==> src/rtl/sdiv_iter.sv <==
// Iterative radix-2 restoring divider: signed dividend / unsigned divisor.
// Sign-magnitude: divides magnitudes over DW cycles, then re-applies the dividend's sign.
//
// state | meaning
// IDLE  | ready for a new operation
// CALC  | one restoring iteration per clock
// DONE  | result held until out_ready
module sdiv_iter #(
    parameter int DW = 40,
    parameter int VW = 26
) (
    input  logic          clk,
    input  logic          rst_n,
    input  logic          in_valid,
    output logic          in_ready,
    input  logic [DW-1:0] dividend,
    input  logic [VW-1:0] divisor,
    output logic          out_valid,
    input  logic          out_ready,
    output logic [DW-1:0] quotient,
    output logic [VW:0]   remainder,
    output logic          div_zero
);

    localparam int IW = $clog2(DW);

    typedef enum logic [1:0] {IDLE, CALC, DONE} state_t;

    state_t        state, state_nx;
    logic          sign;
    logic [DW-1:0] mag;
    logic [VW:0]   prem;
    logic [VW-1:0] dvs;
    logic [IW-1:0] iter;

    logic          accept;
    logic          last;
    logic [VW:0]   shifted;
    logic [VW+1:0] trial;
    logic          q_bit;
    logic [VW:0]   prem_nx;
    logic [DW-1:0] mag_nx;

    assign in_ready  = (state == IDLE) && rst_n;
    assign out_valid = (state == DONE) && rst_n;
    assign accept    = in_valid && in_ready;
    assign last      = (iter == IW'(DW - 1));

    // The partial remainder stays below the divisor, so its top bit is free for the shift.
    always_comb begin
        shifted = {prem[VW-1:0], mag[DW-1]};
        trial   = {1'b0, shifted} - {2'b00, dvs};
        q_bit   = ~trial[VW+1];
        prem_nx = q_bit ? trial[VW:0] : shifted;
        mag_nx  = {mag[DW-2:0], q_bit};
    end

    always_comb begin
        state_nx = state;
        case (state)
            IDLE: if (accept) state_nx = (divisor != '0) ? CALC : DONE;
            CALC: if (last) state_nx = DONE;
            DONE: if (out_ready) state_nx = IDLE;
            default: state_nx = IDLE;
        endcase
    end

    always_ff @(posedge clk) begin
        if (!rst_n) state <= IDLE;
        else        state <= state_nx;
    end

    always_ff @(posedge clk) begin
        if (!rst_n) begin
            sign      <= 1'b0;
            mag       <= '0;
            prem      <= '0;
            dvs       <= '0;
            iter      <= '0;
            quotient  <= '0;
            remainder <= '0;
            div_zero  <= 1'b0;
        end else begin
            case (state)
                IDLE: begin
                    if (accept) begin
                        sign <= dividend[DW-1];
                        mag  <= dividend[DW-1] ? (~dividend + 1'b1) : dividend;
                        dvs  <= divisor;
                        prem <= '0;
                        iter <= '0;
                        if (divisor == '0) begin
                            // Saturate toward the dividend's sign.
                            quotient  <= dividend[DW-1] ? {1'b1, {(DW-1){1'b0}}}
                                                        : {1'b0, {(DW-1){1'b1}}};
                            remainder <= '0;
                            div_zero  <= 1'b1;
                        end
                    end
                end
                CALC: begin
                    prem <= prem_nx;
                    mag  <= mag_nx;
                    iter <= iter + 1'b1;
                    if (last) begin
                        quotient  <= sign ? (~mag_nx + 1'b1) : mag_nx;
                        remainder <= sign ? (~prem_nx + 1'b1) : prem_nx;
                        div_zero  <= 1'b0;
                    end
                end
                default: ;
            endcase
        end
    end

endmodule

==> config.mk <==
export PLATFORM = sky130hd
export DESIGN_NAME = sdiv_iter
export DESIGN_NICKNAME = d
export VERILOG_FILES = /design/src/rtl/sdiv_iter.sv
export SDC_FILE = /design/constraint.sdc
export NUM_CORES = 1
export LEC_CHECK = 0
export CAP_MARGIN = 30
export CORE_MARGIN = 4
export CORE_UTILIZATION = 53
export DETAILED_ROUTE_END_ITERATION = 16
export GPL_TIMING_DRIVEN = 0
export PLACE_DENSITY = 0.77
export SYNTH_ARGS = -nofsm -noshare
export SYNTH_HDL_FRONTEND = slang
export SYNTH_SLANG_ARGS = --single-unit
==> constraint.sdc <==
create_clock -name clk -period 8.97 [get_ports clk]
set_clock_uncertainty 0.05 [all_clocks]
set_input_delay 1.794 -clock clk [delete_from_list [all_inputs] [get_ports clk]]
set_output_delay 1.794 -clock clk [all_outputs]
set_load 0.005 [all_outputs]
[Word level (Yosys, flattened, before mapping)]
Index checks and enable logic that the tools add are counted.
Operators by class
  add/sub/neg operators: 5
  equal/unequal tests: 7
  multiplexer cells: 28
  bitwise operators: 4
  reductions and logical operators: 11
Operators by type and width (count)
  $mux 40: 7
  $pmux 40 s2: 2
  $mux 27: 5
  $add 40x1->40 const B: 2
  $not 40->40: 2
  $pmux 27 s2: 1
  $pmux 26 s2: 1
  $sub 27x26->28: 1
  $add 27x1->27 const B: 1
  $not 27->27: 1
  $logic_not 26->1: 1
  $mux 26: 1
  $reduce_bool 26->1: 1
  $pmux 6 s2: 1
  $mux 2: 4
  $add 6x1->6 const B: 1
  $eq 6x6->1 const B: 1
  $mux 6: 1
  $ne 2x2->1 const B: 3
  $pmux 2 s3: 1
  $reduce_and 2->1: 2
  $reduce_and 4->1: 1
  $logic_and 1x1->1: 3
  $mux 1: 3
  other kinds (8): 8
Word-level totals
  bits in registers: 169
  input bits: 70
  output and inout bits: 70
  word-level logic and storage cells: 64

[Longest topological paths before layout]
  word-level depth: 7
  gate-level depth with buffers: 23
  depth with buffers taken out: 19

[Worst setup path after synthesis]
No wires, ideal clock.
  path kind: input to register
  start: input port dividend[4]
  end: register mag[36]
  library setup time: 0.115 ns
  data arrival time: 4.557 ns
  required time: 8.805 ns
  setup slack: 4.248 ns
  stages: 11
  path buffers: 0
  cell sequence: nor4_2 -> nand2_1 -> or2_4 -> or4_4 -> or3_4 -> or4_4 -> nand2b_4 -> o31ai_2 -> xor2_1 -> o21ai_1 -> and2_1
Between the ends
  cells in the longest elaborated chain, start to end: 5
RTL lines
  from (decl): line 16  | input logic [DW-1:0] dividend,
  $not 40->40: line 88  | mag <= dividend[DW-1] ? (~dividend + 1'b1) : dividend;
  $add 40x1->40: line 88
  $mux 40: line 88
  $mux 40: line 86  | if (accept) begin
  $pmux 40 s2: line 84  | case (state)
  to (signal assigned): line 88
  to (signal assigned): line 103  | mag <= mag_nx;
  to (decl): line 31  | logic [DW-1:0] mag;
No other way between the ends. The select of a mux whose other input is x is not followed.
A chain may end at the register's enable or synchronous reset.

[Final worst setup path]
  start: register dvs[3]
  end: register remainder[26]
Between the ends
  cells in the longest elaborated chain, start to end: 7
RTL lines
  from (decl): line 33  | logic [VW-1:0] dvs;
  from (signal assigned): line 89  | dvs <= divisor;
  $sub 27x26->28 (*): line 52  | trial = {1'b0, shifted} - {2'b00, dvs};
  $mux 27 (*): line 54  | prem_nx = q_bit ? trial[VW:0] : shifted;
  $not 27->27: line 107  | remainder <= sign ? (~prem_nx + 1'b1) : prem_nx;
  $add 27x1->27: line 107
  $mux 27 (*): line 107
  $mux 27 (*): line 105  | if (last) begin
  $pmux 27 s2 (*): line 84
  to (signal assigned): line 107
  to (decl): line 21  | output logic [VW:0] remainder,
Mark *: on every way between the ends. The rest lies on a longest branch, timed or not. The select of a mux whose other input is x is not followed.

==> results.rst <==
.. list-table::
   :header-rows: 1

   * - Metric
     - Value
   * - P&R area growth vs syn
     - 21.6%
   * - Post-DRT Antenna Nets
     - 0
   * - Final Cycle Share
     - 66.2%
   * - Required time at the worst-slack endpoint
     - 9.23 ns
   * - Worst-margin pin slew
     - 1.03 ns
   * - Data arrival, critical path
     - 6.20 ns
   * - Synthesized area
     - 10900 µm²
   * - Number of cells in the design after placement
     - 1853
   * - Largest driver fanout on the critical path
     - 10
   * - Critical path start-end classification
     - flip-flop to flip-flop
   * - Power share of the sequential group
     - 36.7%
   * - DIE AREA
     - 22900 µm²
   * - Number of clock sinks
     - 169
   * - Setup repair after global routing missed its margin
     - no
   * - Root Buffer
     - clkbuf_16
   * - Overall track demand over capacity in global routing
     - 33.0%
   * - Height of the die
     - 151 µm
   * - Length of the first detailed-routing pass in iterations
     - 8
   * - Register area
     - 3380 µm²
   * - Relative contribution of combinational cells to total power
     - 28.0%
   * - Leakage power of the design
     - 4.99 nW
   * - Predominant post-synthesis flop cell
     - dfxtp_1
   * - Die outline width
     - 151 µm
   * - HPWL after detailed placement
     - 29600 µm
   * - Final Hold Violating Endpoints
     - 0
   * - Antenna Cells
     - 0
   * - Final weighted congestion in routability-driven placement
     - 0.980
   * - Port bufs
     - 139
   * - Setup tns final
     - 0 ns
   * - Number of antenna violations at the first check in global routing
     - 1
   * - Min Tclk post-route
     - 5.94 ns
   * - Switching power of the nets
     - 0.000794 W
   * - Crit path from
     - dvs[3]
   * - Wirelength, routed
     - 38000 µm
   * - Clock power frac
     - 35.3%
   * - Via count
     - 11600
   * - Multi-input gate area
     - 6980 µm²
   * - Number of nets in the layout
     - 1703
   * - Drt wl/cell
     - 20.1 µm
   * - Max transition margin
     - 31.3%
   * - Kind of path behind the tightest hold check
     - flip-flop to flip-flop
   * - Number of setup violations in the final report
     - 0
   * - Post-route insts no fill
     - 1885
   * - Count of flip-flops with a built-in enable after synthesis
     - 0
   * - TritonCTS clock tree
     - yes
   * - Total of flip-flops plus latches after synthesis
     - 169
   * - Clock transition time at the flip-flop clock pins of the worst setup and hold paths
     - 0.08 ns
   * - Vias in the first global route
     - 10500
   * - Drt drc
     - 0
   * - Iteration-0 DRC count of the detailed router
     - 1478
   * - Sequential-to-total area share from yosys stat
     - 31.0%
   * - Depth of the CTS H-tree
     - 4
   * - Post-CTS sizing
     - 0
   * - Startpoint of the most critical register-to-register path
     - dvs[3]
   * - Yosys cell types
     - 77
   * - Synthesized instance count
     - 1443
   * - Critical hold path startpoint
     - div_zero
   * - Share of post-route cells with drive strength above 1
     - 3.78%
   * - Final Max Tran Viols
     - 0
   * - Fill cell total of the finished layout
     - 1842
   * - Sort of element at the start of the critical path
     - flip-flop
   * - Max Freq
     - 0.168 GHz
   * - Nature of the critical path endpoint
     - flip-flop
   * - Post-CTS Hold Buffers
     - 0
   * - Post-synthesis async set-or-reset flop share
     - 0%
   * - Routed vias/inst
     - 6.17
   * - VDD IR max
     - 0.132 mV
   * - Net count after synthesis
     - 1544
   * - Net switching fraction of the power
     - 36.0%
   * - Starting density of the core
     - 53.9%
   * - Wire length of the first global-routing pass
     - 58600 µm
   * - Maximum number of pins on one net before global-route repair
     - 20
   * - Core Rows
     - 52
   * - Insertion delay to the later sink of the worst-skew pair
     - 0.44 ns
   * - YS warnings
     - 0
   * - Max-cap violations
     - 0
   * - Post-CTS setup-driven buffer insertion count
     - 0
   * - Internal power consumption
     - 0.00141 W
   * - Number of clock buffers inserted by TritonCTS
     - 17
   * - Clk buf depth
     - 2
   * - Power density relative to cell area
     - 166 nW/µm²
   * - Sum of overflow across all layers after global routing
     - 0
   * - Floorplan Core Area
     - 20200 µm²
   * - Average size of a mapped cell
     - 7.56 µm²
   * - Boundary Pins
     - 140
   * - Result of the run
     - finished clean
==> stage by stage <==
| stage | hold slack (ns) | utilization, % | setup WS (ns) | area [µm²] | power, W |
|---|---|---|---|---|---|
| after floorplan | 0.384 | - | 4.25 | 10900 | 0.00122 |
| after global placement | 0.383 | 62.4 | 3.26 | 12600 | 0.00142 |
| after detailed placement | 0.390 | 62.5 | 3.25 | 12600 | 0.00142 |
| after CTS | 0.406 | 65.5 | 3.20 | 13300 | 0.00218 |
| after global routing | 0.426 | 65.5 | 2.59 | 13300 | 0.00229 |
| final | 0.400 | 65.5 | 3.03 | 13300 | 0.00220 |
==> sequential cells by signal, summed over array words and instances, names as in the netlist <==
name / cells
div_zero: 1
dvs: 26
iter: 6
mag: 40
prem: 26
quotient: 40
remainder: 27
sign: 1
state: 2
==> cell usage after synthesis, drive strengths merged, types with 5 or more instances <==
cell	number	share of area, %
nand2	196	6.7
dfxtp	169	31
o21ai	155	7.1
clkbuf	80	2.8
nor2	79	2.7
a21oi	64	2.9
xor2	63	5.1
and2	62	3.6
nand3	62	2.9
xnor2	51	4.1
a22oi	48	3.3
inv	45	1.5
nor2b	33	1.9
ha	30	3.4
nor3	30	1.4
nor4	24	1.4
o31ai	22	1.6
or4	20	1.5
a211oi	18	1.2
buf	17	0.63
o41ai	17	1.5
a21boi	16	1.1
mux2i	13	1.2
or3	12	0.78
a21o	9	0.62
a31oi	9	0.52
and3	9	0.52
nand2b	8	0.53
nand4	8	0.46
o211ai	8	0.55
o21a	5	0.34
or2	5	0.31
==> metal layers <==
layer / track usage (%) / wire length, µm / vias up
met5: 0 / 13 / -
li1: - / - / 5492
met3: 5.72 / 3850 / 74
met4: 8.88 / 835 / 2
met1: 49.4 / 17500 / 5461
met2: 48.6 / 15800 / 603
==> critical path, cell delays in order, from the launching register on <==
cell,delay (ns)
dfxtp_1,0.34
inv_1,0.11
ha_1,0.29
clkbuf_1,0.33
nand3_1,0.16
and2_1,0.18
a21boi_0,0.45
o211ai_1,0.25
nand3_2,0.24
buf_2,0.32
buf_1,0.48
nand2_1,0.10
o21ai_0,0.25
ha_1,0.38
inv_1,0.14
nor4_1,0.38
nand2_1,0.14
nor4_1,0.18
a31oi_1,0.11
or2_2,0.35
o41ai_1,0.33
xnor2_1,0.16
o21ai_0,0.09
==> layout by cell type, fill, tap and decap left out, types with 7 or more instances in the layout <==
master	count
nand3_1	61
and3_1	9
o41ai_1	15
a21o_1	9
nor3_1	30
nor2b_1	33
o21ai_1	7
xor2_1	63
or4_1	15
nand4_1	8
or3_1	10
clkdlybuf4s50_1	139
nand2b_1	7
inv_1	43
nor2_1	79
clkbuf_16	17
a21oi_1	64
clkbuf_1	80
mux2i_1	13
a31oi_1	9
and2_1	62
a21boi_0	16
o211ai_1	8
dfxtp_1	169
o21ai_0	148
nor4_1	23
nand2_1	196
a211oi_1	18
buf_1	13
a22oi_1	48
ha_1	30
o31ai_1	21
xnor2_1	51
==> kinds of logic after synthesis <==
logic type | share of synthesized area (%)
and+or+nand+nor | 26.2
muxes | 1.30
buffers and inverters | 4.93
adders and majority gates | 3.63
xor gates and xnor gates | 9.16
DFF | 31.0
AOI/OAI and AO/OA | 23.8
==> cell type report <==
cell class / count / share of cell area, %
Multi-Input combinational cell: 1132 / 52.7
Sequential cell: 169 / 25.5
Timing Repair Buffer: 140 / 10.5
Clock buffer: 17 / 3.21
Buffer: 97 / 2.78
Tap cell: 270 / 2.55
Clock inverter: 15 / 1.47
Inverter: 45 / 1.27
==> worst paths after layout <==
kind | end | slack, ns | cells past startpoint
worst min-delay path | div_zero | 0.40 | 2
worst max register to register | remainder[26] | 3.03 | 22
worst max-delay path | remainder[26] | 3.03 | 22
worst min register to register | div_zero | 0.40 | 2
==> power groups by stage <==
stage / registers, W / clock network (W) / logic [W]
after floorplan: 0.000816 / 0 / 0.000399
after global placement: 0.000825 / 0 / 0.000590
after detailed placement: 0.000826 / 0 / 0.000596
after CTS: 0.000808 / 0.000776 / 0.000600
after global routing: 0.000813 / 0.000807 / 0.000669
final: 0.000810 / 0.000778 / 0.000617
Power figures use the tool's default switching activity.
